File: config.mk
export PLATFORM = sky130hd
export DESIGN_NAME = cbus_rr_arbiter
export DESIGN_NICKNAME = d
export VERILOG_FILES = /design/src/rtl/cbus_rr_arbiter_pkg.sv /design/src/rtl/cbus_arb_pick.sv /design/src/rtl/cbus_rr_arbiter.sv
export SDC_FILE = /design/constraint.sdc
export NUM_CORES = 1
export LEC_CHECK = 0
export BUFFER_PORTS_ARGS = -buffer_cell sky130_fd_sc_hd__buf_2
export CAP_MARGIN = 20
export CORE_AREA = 5 5 129 131
export DETAILED_ROUTE_END_ITERATION = 10
export DIE_AREA = 0 0 134 136
export PLACE_DENSITY = 0.56
export SETUP_SLACK_MARGIN = 0.4
export SLEW_MARGIN = 20
export SYNTH_ARGS = -nofsm -noshare
export SYNTH_HDL_FRONTEND = slang
export SYNTH_SLANG_ARGS = --single-unit
File: constraint.sdc
create_clock -name clk -period 2 [get_ports clk]
set_clock_uncertainty 0.2 [all_clocks]
set_input_delay 0.3 -clock clk [delete_from_list [all_inputs] [get_ports clk]]
set_output_delay 0.3 -clock clk [all_outputs]
set_load 0.03 [all_outputs]
File: src/rtl/cbus_rr_arbiter_pkg.sv
// Shared types for the cache-bus arbiter.
//   cbus_req_t  : master -> memory request (valid, address, burst length, write data)
//   cbus_resp_t : memory -> master response (ready, last beat, read data)
//   arb_mode_t  : arbitration policy selector
//   arb_state_t : arbiter FSM states
package cbus_rr_arbiter_pkg;

  typedef struct packed {
    logic        valid;
    logic        is_write;
    logic [31:0] addr;
    logic [2:0]  size;
    logic [3:0]  len;
    logic [3:0]  strobe;
    logic [31:0] data;
  } cbus_req_t;

  typedef struct packed {
    logic        ready;
    logic        last;
    logic [31:0] data;
  } cbus_resp_t;

  typedef enum logic {
    ARB_FIXED = 1'b0,
    ARB_RR    = 1'b1
  } arb_mode_t;

  typedef enum logic {
    ST_IDLE = 1'b0,
    ST_BUSY = 1'b1
  } arb_state_t;

  // Age counter width; kept at least 1 bit so MAX_WAIT=0 still elaborates.
  function automatic int age_width(int max_wait);
    return (max_wait < 1) ? 1 : $clog2(max_wait + 1);
  endfunction

endpackage

File: src/rtl/cbus_arb_pick.sv
// Combinational winner selection.
//   valid  : per-channel request valid
//   urgent : per-channel aged-out flag (only meaningful where valid)
//   rr_ptr : round-robin start index
//   mode   : ARB_FIXED (lowest index) or ARB_RR (first at/after rr_ptr)
//   winner : selected channel index
//   any    : at least one channel is valid
module cbus_arb_pick
  import cbus_rr_arbiter_pkg::*;
#(
  parameter int NUM_CH = 2,
  parameter int IW     = $clog2(NUM_CH)
) (
  input  logic [NUM_CH-1:0] valid,
  input  logic [NUM_CH-1:0] urgent,
  input  logic [IW-1:0]     rr_ptr,
  input  arb_mode_t         mode,
  output logic [IW-1:0]     winner,
  output logic              any
);

  logic [NUM_CH-1:0] hot;
  logic [NUM_CH-1:0] cand;
  logic [IW:0]       idx;
  logic              found;

  // Urgent requesters shadow everyone else; otherwise every valid competes.
  assign hot  = valid & urgent;
  assign cand = (|hot) ? hot : valid;
  assign any  = |valid;

  // Scan NUM_CH slots starting at 0 (fixed) or rr_ptr (round robin),
  // wrapping modulo NUM_CH. idx has one spare bit to hold rr_ptr+k.
  always_comb begin
    winner = '0;
    found  = 1'b0;
    idx    = '0;
    for (int k = 0; k < NUM_CH; k++) begin
      idx = (mode == ARB_RR) ? ({1'b0, rr_ptr} + (IW+1)'(k)) : (IW+1)'(k);
      if (idx >= (IW+1)'(NUM_CH)) idx = idx - (IW+1)'(NUM_CH);
      if (!found && cand[idx[IW-1:0]]) begin
        found  = 1'b1;
        winner = idx[IW-1:0];
      end
    end
  end

endmodule

File: src/rtl/cbus_rr_arbiter.sv
// N-way cache-bus arbiter: merges NUM_CH masters onto one memory port.
// A grant is held for a whole burst and released on oresp.ready && oresp.last.
//   clk, resetn : clock, synchronous active-low reset
//   ireqs       : per-channel requests, index 0 = highest fixed priority
//   iresps      : per-channel responses (only the granted channel sees oresp)
//   oreq        : merged request to memory (combinational from ireqs[sel])
//   oresp       : response from memory
// Parameters: NUM_CH (>=2), MODE (0 fixed, 1 round robin),
//             MAX_WAIT (lost arbitrations before urgent, 0 disables aging).
module cbus_rr_arbiter
  import cbus_rr_arbiter_pkg::*;
#(
  parameter int NUM_CH   = 2,
  parameter int MODE     = 0,
  parameter int MAX_WAIT = 4
) (
  input  logic                    clk,
  input  logic                    resetn,
  input  cbus_req_t [NUM_CH-1:0]  ireqs,
  output cbus_resp_t [NUM_CH-1:0] iresps,
  output cbus_req_t               oreq,
  input  cbus_resp_t              oresp
);

  localparam int        IW       = $clog2(NUM_CH);
  localparam int        AW       = age_width(MAX_WAIT);
  localparam arb_mode_t ARB_MODE = (MODE == 1) ? ARB_RR : ARB_FIXED;
  localparam logic [AW-1:0] AGE_MAX = AW'(MAX_WAIT);

  arb_state_t state, state_nxt;
  logic [IW-1:0] sel, sel_nxt;
  logic [IW-1:0] rr_ptr, rr_ptr_nxt;
  logic [NUM_CH-1:0][AW-1:0] age, age_nxt;

  logic [NUM_CH-1:0] valid;
  logic [NUM_CH-1:0] urgent;
  logic [IW-1:0]     winner;
  logic              any;
  logic              busy;
  logic              rel;

  assign busy = (state == ST_BUSY);
  assign rel  = busy && oresp.ready && oresp.last;

  for (genvar i = 0; i < NUM_CH; i++) begin : g_ch
    assign valid[i]  = ireqs[i].valid;
    assign urgent[i] = (MAX_WAIT > 0) && (age[i] == AGE_MAX);
  end

  cbus_arb_pick #(
    .NUM_CH (NUM_CH),
    .IW     (IW)
  ) u_pick (
    .valid  (valid),
    .urgent (urgent),
    .rr_ptr (rr_ptr),
    .mode   (ARB_MODE),
    .winner (winner),
    .any    (any)
  );

  // Next-state: grant/release FSM plus pointer update on release.
  always_comb begin
    state_nxt  = state;
    sel_nxt    = sel;
    rr_ptr_nxt = rr_ptr;
    case (state)
      ST_IDLE: begin
        if (any) begin
          sel_nxt   = winner;
          state_nxt = ST_BUSY;
        end
      end
      ST_BUSY: begin
        if (oresp.ready && oresp.last) begin
          state_nxt  = ST_IDLE;
          rr_ptr_nxt = (sel == IW'(NUM_CH - 1)) ? '0 : sel + IW'(1);
        end
      end
      default: state_nxt = ST_IDLE;
    endcase
  end

  // Aging: an idle channel forgets its wait; losers of a release age by one
  // (saturating); the channel just served starts over.
  always_comb begin
    age_nxt = age;
    for (int i = 0; i < NUM_CH; i++) begin
      if (!valid[i]) begin
        age_nxt[i] = '0;
      end else if (rel) begin
        if (sel == IW'(i))           age_nxt[i] = '0;
        else if (age[i] != AGE_MAX)  age_nxt[i] = age[i] + AW'(1);
      end
    end
  end

  always_ff @(posedge clk) begin
    if (!resetn) begin
      state  <= ST_IDLE;
      sel    <= '0;
      rr_ptr <= '0;
      age    <= '0;
    end else begin
      state  <= state_nxt;
      sel    <= sel_nxt;
      rr_ptr <= rr_ptr_nxt;
      age    <= age_nxt;
    end
  end

  // Request passes through unregistered so beats see no added latency.
  assign oreq = busy ? ireqs[sel] : '0;

  always_comb begin
    iresps = '0;
    for (int i = 0; i < NUM_CH; i++) begin
      if (busy && (sel == IW'(i))) iresps[i] = oresp;
    end
  end

endmodule
* After elaboration in Yosys (flattened, before gate mapping) *
Cells that the tools add are included.

cells by class
  $add $sub $neg = 2
  magnitude comparators = 1
  eq/ne operators = 5
  muxes and demuxes = 15
  bitwise gates (word level) = 3
  reductions and logical operators = 15

operators with widths
  cell                 count
  $mux 77              3
  $mux 34              2
  $mux 3               4
  $reduce_and 2->1     5
  $add 3x1->3 const B  2
  $eq 3x3->1 const B   2
  $logic_and 1x1->1    6
  $ne 3x3->1 const B   2
  $mux 1               4
  $reduce_or 2->1      2
  $and 2x2->2          1
  $lt 1x2->1 const B   1
  $mux 2               1
  $ne 2x1->1 const B   1
  $not 1->1            2
  $pmux 1 s2           1
  $reduce_bool 2->1    1
  $logic_not 1->1      1

word-level totals
  flip-flop bits (word level) = 8
  input port bits = 190
  output and inout bits = 145
  logic and storage cells = 45

* Logic depth before layout (Yosys ltp) *
Gate-level depths: netlist of run 1.

  depth after elaboration = 8
  mapped depth = 5

* Modules after synthesis *
From an unflattened synthesis of run 1, not the netlist that was laid out.

unflattened totals
  cells, all modules = 317
  area, all modules = 2339.7 um^2

modules (own cells, without submodules)
  module           times used  cells each  area an instance (um^2)  sequential area each (um^2)
  cbus_rr_arbiter  1           311         2302.2                   180.2
  cbus_arb_pick    1           6           37.5                     0.0

* Least setup slack after synthesis of run 1 *
No wires, ideal clock.

  path kind = reg2out
  from = register sel
  to = output port oreq[44] (netlist name)
  data arrival time = 1.427 ns
  data required time = 1.500 ns
  path slack = 0.073 ns
  stages on the path, launching flop included = 6
  path through = dfxtp_1 buf_2 buf_2 buf_4 mux2i_1 nor2b_1

RTL lines
  what                      RTL line                source
  start: declaration        cbus_rr_arbiter.sv:31   logic [IW-1:0] sel, sel_nxt;
  start signal: assignment  cbus_rr_arbiter.sv:106  sel <= sel_nxt;
  end: declaration          cbus_rr_arbiter.sv:21   output cbus_req_t oreq,

==> results.cfg, run 1 <==
[timing]
finalMaxSlewViolations = 0
report.final.setup_viol = 0
fin_crit_sh = 0.989
fmax_ghz = 0.505
slew-limit-headroom = 0.846
finalHoldViolCount = 0
grt_setup_unrepaired = yes
tns_ns = 0
period_minus_slack_ns = 1.98
worstMarginPinSlew_ns = 0.227

[clocking]
cts_root_buf = clkbuf_16
cts_buffers = 3
cts_max_level = 1
clock_path_buffers = 2
cts_hold_buffers = 0
cts_sinks = 8
cts_tree = yes
path_clk_slew_ns = 0.04
clkLatencyLatePin_ns = 0.23

[critical_path]
cp.required_ns = 1.50
critical_path_arrival_ns = 1.48
path_cells = buf_16, mux2i_2, nor2b_4, buf_2
cp_top_family = flip-flops
rr_startpoint = sel
reg2regPathDepth = 6
r2r_slack_ns = 0.13
worst_setup_path_start_kind = flop
path_max_fanout = 24
crit_slowest_cell = dfxtp_4
critPathMaxStageDelay_ns = 0.45
cp-end-kind = primary output
crit_buf_inv = 2
r2r-end = age[0]
critPathKind = flop to primary output

[yosys]
ys_warn_count = 0
yosysTopAreaCellShare = 0.339
syn_nets = 498
avgSynthCellArea_sq_um = 7.47
synth_area_leaders = mux2i_1 34%, nor2b_1 21%, and2_1 9.6%, and3_1 9.4%, dfxtp_1 7.0%
yosys.area.top_type = mux2i_1
ys_seq_area_frac = 0.0705
synth_cells = 304
syn_area_sq_um = 2270
synth_cell_type_count = 29
synth-seq-cells = 8

[route]
wl_per_cell_um = 15.9
vias = 3503
dr.pass1.iters = 3
drc = 0
ant_nets = 0
drtIter0Drc = 70
wl_um = 13300
vias_per_cell = 4.20

[global_route]
grt_start_max_net_pins = 36
grt_first_pass_wirelength_um = 18700
antenna_found_initial = 2
track_usage = 0.128
grt_overflow = 0
grt_pass1_vias = 3625

[layout]
area_growth_syn_to_layout_pct = 159
drive_above_1_share = 0.900
nets = 838
fin_util = 0.380
nFillCells = 1563

[die]
io-pin-count = 335
die_w_um = 134
dieArea_sq_um = 18200
dieHeight_um = 136
core-area_sq_um = 15500
row_count = 46
initial_core_util = 0.147

[power]
clkPwrFrac = 0.162
p_switching_uw = 901
seqPwrFrac = 0.084
pwr-share-comb = 0.754
ir_worst_vdd_mv = 0.317
power.total_mw = 2.09
power.density_nw_per_um2 = 355
power_leakage_nw = 2.90
p_int_mw = 1.19
sw_frac_of_total = 0.431

[placed_design]
dp_hpwl_um = 9710
io_buffers = 334
gp_congestion = 0.734

[min_path]
hold_path_class = primary input to flop
min-delay-start = ireqs[153]
hold_depth = 2
holdPathEnd = busy

[run_status]
outcome = finished clean

[flow_run]
maxCapViolCount = 0
## sequential cells by signal (all words and copies together) (netlist names)
register and flops:
busy 1, age 6, sel 1
## cells in the mapped netlist
cell and instances:
o311a_1 1, and3_4 1, dfxtp_1 8, clkbuf_2 1, nand3b_1 1, and3b_1 1, ha_1 4, and3_1 34
mux2i_1 77, nand3_2 1, nand4_1 1, a31o_2 1, or4b_1 2, a221oi_1 1, a31oi_1 1, buf_2 7
o31ai_1 1, buf_6 1, and2_1 35, a21oi_1 5, o211ai_1 1, buf_4 3, clkbuf_1 18, nand2_1 4
or2_2 1, or3_1 3, nor2b_1 78, inv_1 6, o21ai_0 6
## power by group through the flow
stage	sequential [mW]	clock, mW	combinational, mW
after floorplan	0.168	0	0.855
after global placement	0.177	0	1.24
after detailed placement	0.178	0	1.24
after CTS	0.178	0.342	1.48
after global routing	0.177	0.353	1.66
final	0.176	0.338	1.57
## cell type report
type / instances / area, sq um / share of cell area
antenna: 1 / 2.50 / 0.000426
clock buffer: 3 / 75.1 / 0.0128
inverter: 6 / 22.5 / 0.00383
multi-input combinational: 260 / 2810 / 0.478
sequential: 8 / 170 / 0.0290
tap: 192 / 240 / 0.0409
timing repair buffer: 365 / 2560 / 0.435
## per-layer routing
layer / GRT usage / share of wire
met1: 0.133 / 0.36
met2: 0.238 / 0.52
met3: 0.0448 / 0.090
met4: 0.0451 / 0.025
met5: 0 / 0.00098
## worst register-to-register path, cell delays in order (launching register included)
cell     delay (ns)
dfxtp_4        0.40
buf_12         0.16
buf_12         0.12
buf_16         0.12
and3_4         0.18
or4b_4         0.51
a21oi_2        0.12
## metrics by stage
stage / instances / cell area [sq um] / hold WS (ns) / worst slack (ns)
finish: 835 / 5880 / 0.157 / 0.0210
global placement: 809 / 4670 / 0.284 / 0.234
detailed placement: 809 / 4670 / 0.289 / 0.220
global route: 835 / 5880 / 0.171 / -0.0339
floorplan: 304 / 2860 / 0.240 / 0.343
CTS: 827 / 5500 / 0.157 / 0.0281
## timing repair
item / 4_1_cts / 5_1_grt
cloned: 9 / 0
endpoints found under the hold margin: 0 / 0
pin swaps: 0 / 5
endpoints found under the setup margin: 147 / 151
buffers inserted: 6 / 7
resized for setup: 149 / 74
## cells by family (layout without fill, tap and decap cells)
group / after synthesis / in the layout / share of synthesized area
AOI/OAI and AO/OA: 17 / 17 / 0.0457
other: 0 / 1 / 0
buffers and inverters: 36 / 374 / 0.0721
and+or+nand+nor: 162 / 162 / 0.450
muxes: 77 / 77 / 0.339
adders and majority gates: 4 / 4 / 0.0220
DFF: 8 / 8 / 0.0705
## worst max-delay path by stage
stage / start / endpoint / slack (ns) / depth (start not counted)
floorplan: sel / oreq[44] / 0.34 / 5
global placement: sel / oreq[38] / 0.23 / 4
detailed placement: sel / oreq[41] / 0.22 / 4
CTS: sel / oreq[33] / 0.03 / 4
global route: sel / oreq[30] / -0.03 / 4
finish: sel / oreq[26] / 0.02 / 4
## placed cells by master (no fill, tap or decap), types with 4 or more instances in the layout
cell     count
buf_4       40
inv_1        6
buf_16       9
mux2i_1     22
ha_1         4
and3_2      16
buf_12       5
and3_4      15
mux2i_2     42
nor2b_2     44
buf_2      258
dfxtp_1      4
and2_1       5
o21ai_0      5
and3_1       4
buf_6       52
mux2i_4     13
and2_2      27
nor2b_4     34
No activity file was read; power rests on OpenSTA's default activity.
==> run 2: changes to the inputs <==
Settings changed: CORE_AREA 5 5 129 131 to 5 5 128 130, DIE_AREA 0 0 134 136 to 0 0 133 135, PLACE_DENSITY 0.56 to 0.58.
Clock period 2 ns to 1.8 ns, I/O delays scaled along.
==> run 2 against run 1 <==
Against the previous run: the flow now finishes with violations (setup timing); core utilization rose by 8.1 points; global-route usage grew 2.2 points; worst setup slack worse by 0.11 ns; die area down 1.5%; routed wire length is 16% higher; largest cell class is now buffers.
==> results.cfg, run 2 (synthesis results as in run 1) <==
[timing]
period_minus_slack_ns = 1.89
whs_ns = 0.126
finalMaxSlewViolations = 0
setup_ws_ns = -0.0920
worstMarginPinSlew_ns = 0.226
finalHoldViolCount = 0
report.final.setup_viol = 128
fmax_ghz = 0.529
fin_crit_sh = 1.05
grt_setup_unrepaired = yes
slew-limit-headroom = 0.848
tns_ns = -6.60

[route]
drtIter0Drc = 69
drc = 0
vias_per_cell = 4.30
ant_nets = 0
dr.pass1.iters = 4
wl_per_cell_um = 18.0
vias = 3706
wl_um = 15500

[layout]
final_cells = 861
final_cell_mix = 234 x buf_2, 97 x buf_6, 44 x nor2b_2, 34 x nor2b_4
final_common_cell = buf_2
diodes = 0
drive_above_1_share = 0.930
nFillCells = 1405
largest_reg_flops = 6
nets = 869
top_register = age
area_growth_syn_to_layout_pct = 205
seq_area_sq_um = 173
multiInputGateArea_sq_um = 3130

[clocking]
cts_root_buf = clkbuf_16
clock_path_buffers = 2
cts_max_level = 1
cts_buffers = 3
cts_tree = yes
cts_sinks = 8
clkLatencyLatePin_ns = 0.23
path_clk_slew_ns = 0.04

[critical_path]
worst_setup_path_start_kind = flop
critPathMaxStageDelay_ns = 0.36
cp-end-kind = primary output
crit_top_cell = buf_4
path_max_fanout = 9
critPathKind = flop to primary output
cp.required_ns = 1.33
crit_slowest_cell = dfxtp_4
path_cells = buf_4, buf_12, buf_4, buf_8, and3_4, buf_6
critical_path_arrival_ns = 1.42

[global_route]
grt_overflow = 0
grt_start_max_net_pins = 38
grt_first_pass_wirelength_um = 21300
grt_pass1_vias = 3889
track_usage = 0.149
antenna_found_initial = 0

[run_status]
violations = setup timing
outcome = complete, but fails checks

[placed_design]
io_buffers = 334
gp_congestion = 0.795
dp_slack_ns = -0.0241
placed_cells = 813
dp_hpwl_um = 9990

[die]
core-area_sq_um = 15000
dieArea_sq_um = 18000
row_count = 45
dieHeight_um = 135
die_w_um = 133
initial_core_util = 0.151
io-pin-count = 335

[flow_run]
maxCapViolCount = 0

[power]
power.density_nw_per_um2 = 389
ir_worst_vdd_mv = 0.233
power_leakage_nw = 3.20

[min_path]
hold_path_class = primary input to flop
[run 2: final timing paths]
| path | startpoint | slack, ns | to | cells after the start |
|---|---|---|---|---|
| worst min register to register | age[0] | 0.30 | age[0] | 2 |
| worst max-delay path | sel | -0.09 | iresps[48] | 6 |
| worst max register to register | sel | -0.03 | age[4] | 6 |
| worst min-delay path | resetn | 0.13 | busy | 2 |
[run 2: repair_timing]
action,4_1_cts,5_1_grt
setup endpoints to repair,150,151
cloned,12,6
gates resized for setup,233,91
pin swaps,8,11
hold buffers,0,0
setup buffers,17,10
[run 2: cell type report]
| cell class | count | area share |
|---|---|---|
| sequential | 8 | 0.0249 |
| tap | 188 | 0.0340 |
| clock buffer | 3 | 0.0108 |
| multi-input combinational | 261 | 0.453 |
| inverter | 6 | 0.00325 |
| timing repair buffer | 395 | 0.474 |
[run 2: critical path, delay by kind of cell (launching register included)]
| kind | cells | cell delay [ns] |
|---|---|---|
| buffers and inverters | 5 | 0.67 |
| and+or+nand+nor | 1 | 0.16 |
| DFF | 1 | 0.36 |
[run 2: through the flow]
step / instance area [sq um] / utilization / total power [mW]
finish: 6920 / 0.461 / 2.69
global route: 6920 / 0.461 / 2.82
CTS: 6420 / 0.427 / 2.55
detailed placement: 4970 / 0.331 / 1.68
global placement: 4970 / 0.331 / 1.67
floorplan: 3190 / - / 1.23
[run 2: routing by layer]
| metal | track usage | share of wire | up-vias |
|---|---|---|---|
| met2 | 0.287 | 0.55 | 205 |
| met5 | 0 | 0 | - |
| met1 | 0.158 | 0.35 | 1689 |
| met4 | 0.0433 | 0.025 | 0 |
| li1 | - | - | 1794 |
| met3 | 0.0421 | 0.081 | 18 |
[run 2: report_power, final]
group	internal [mW]	leakage [nW]	switching (mW)
clock	0.286	0.0370	0.0865
combinational	1.11	3.09	1.02
sequential	0.182	0.0682	0.0101
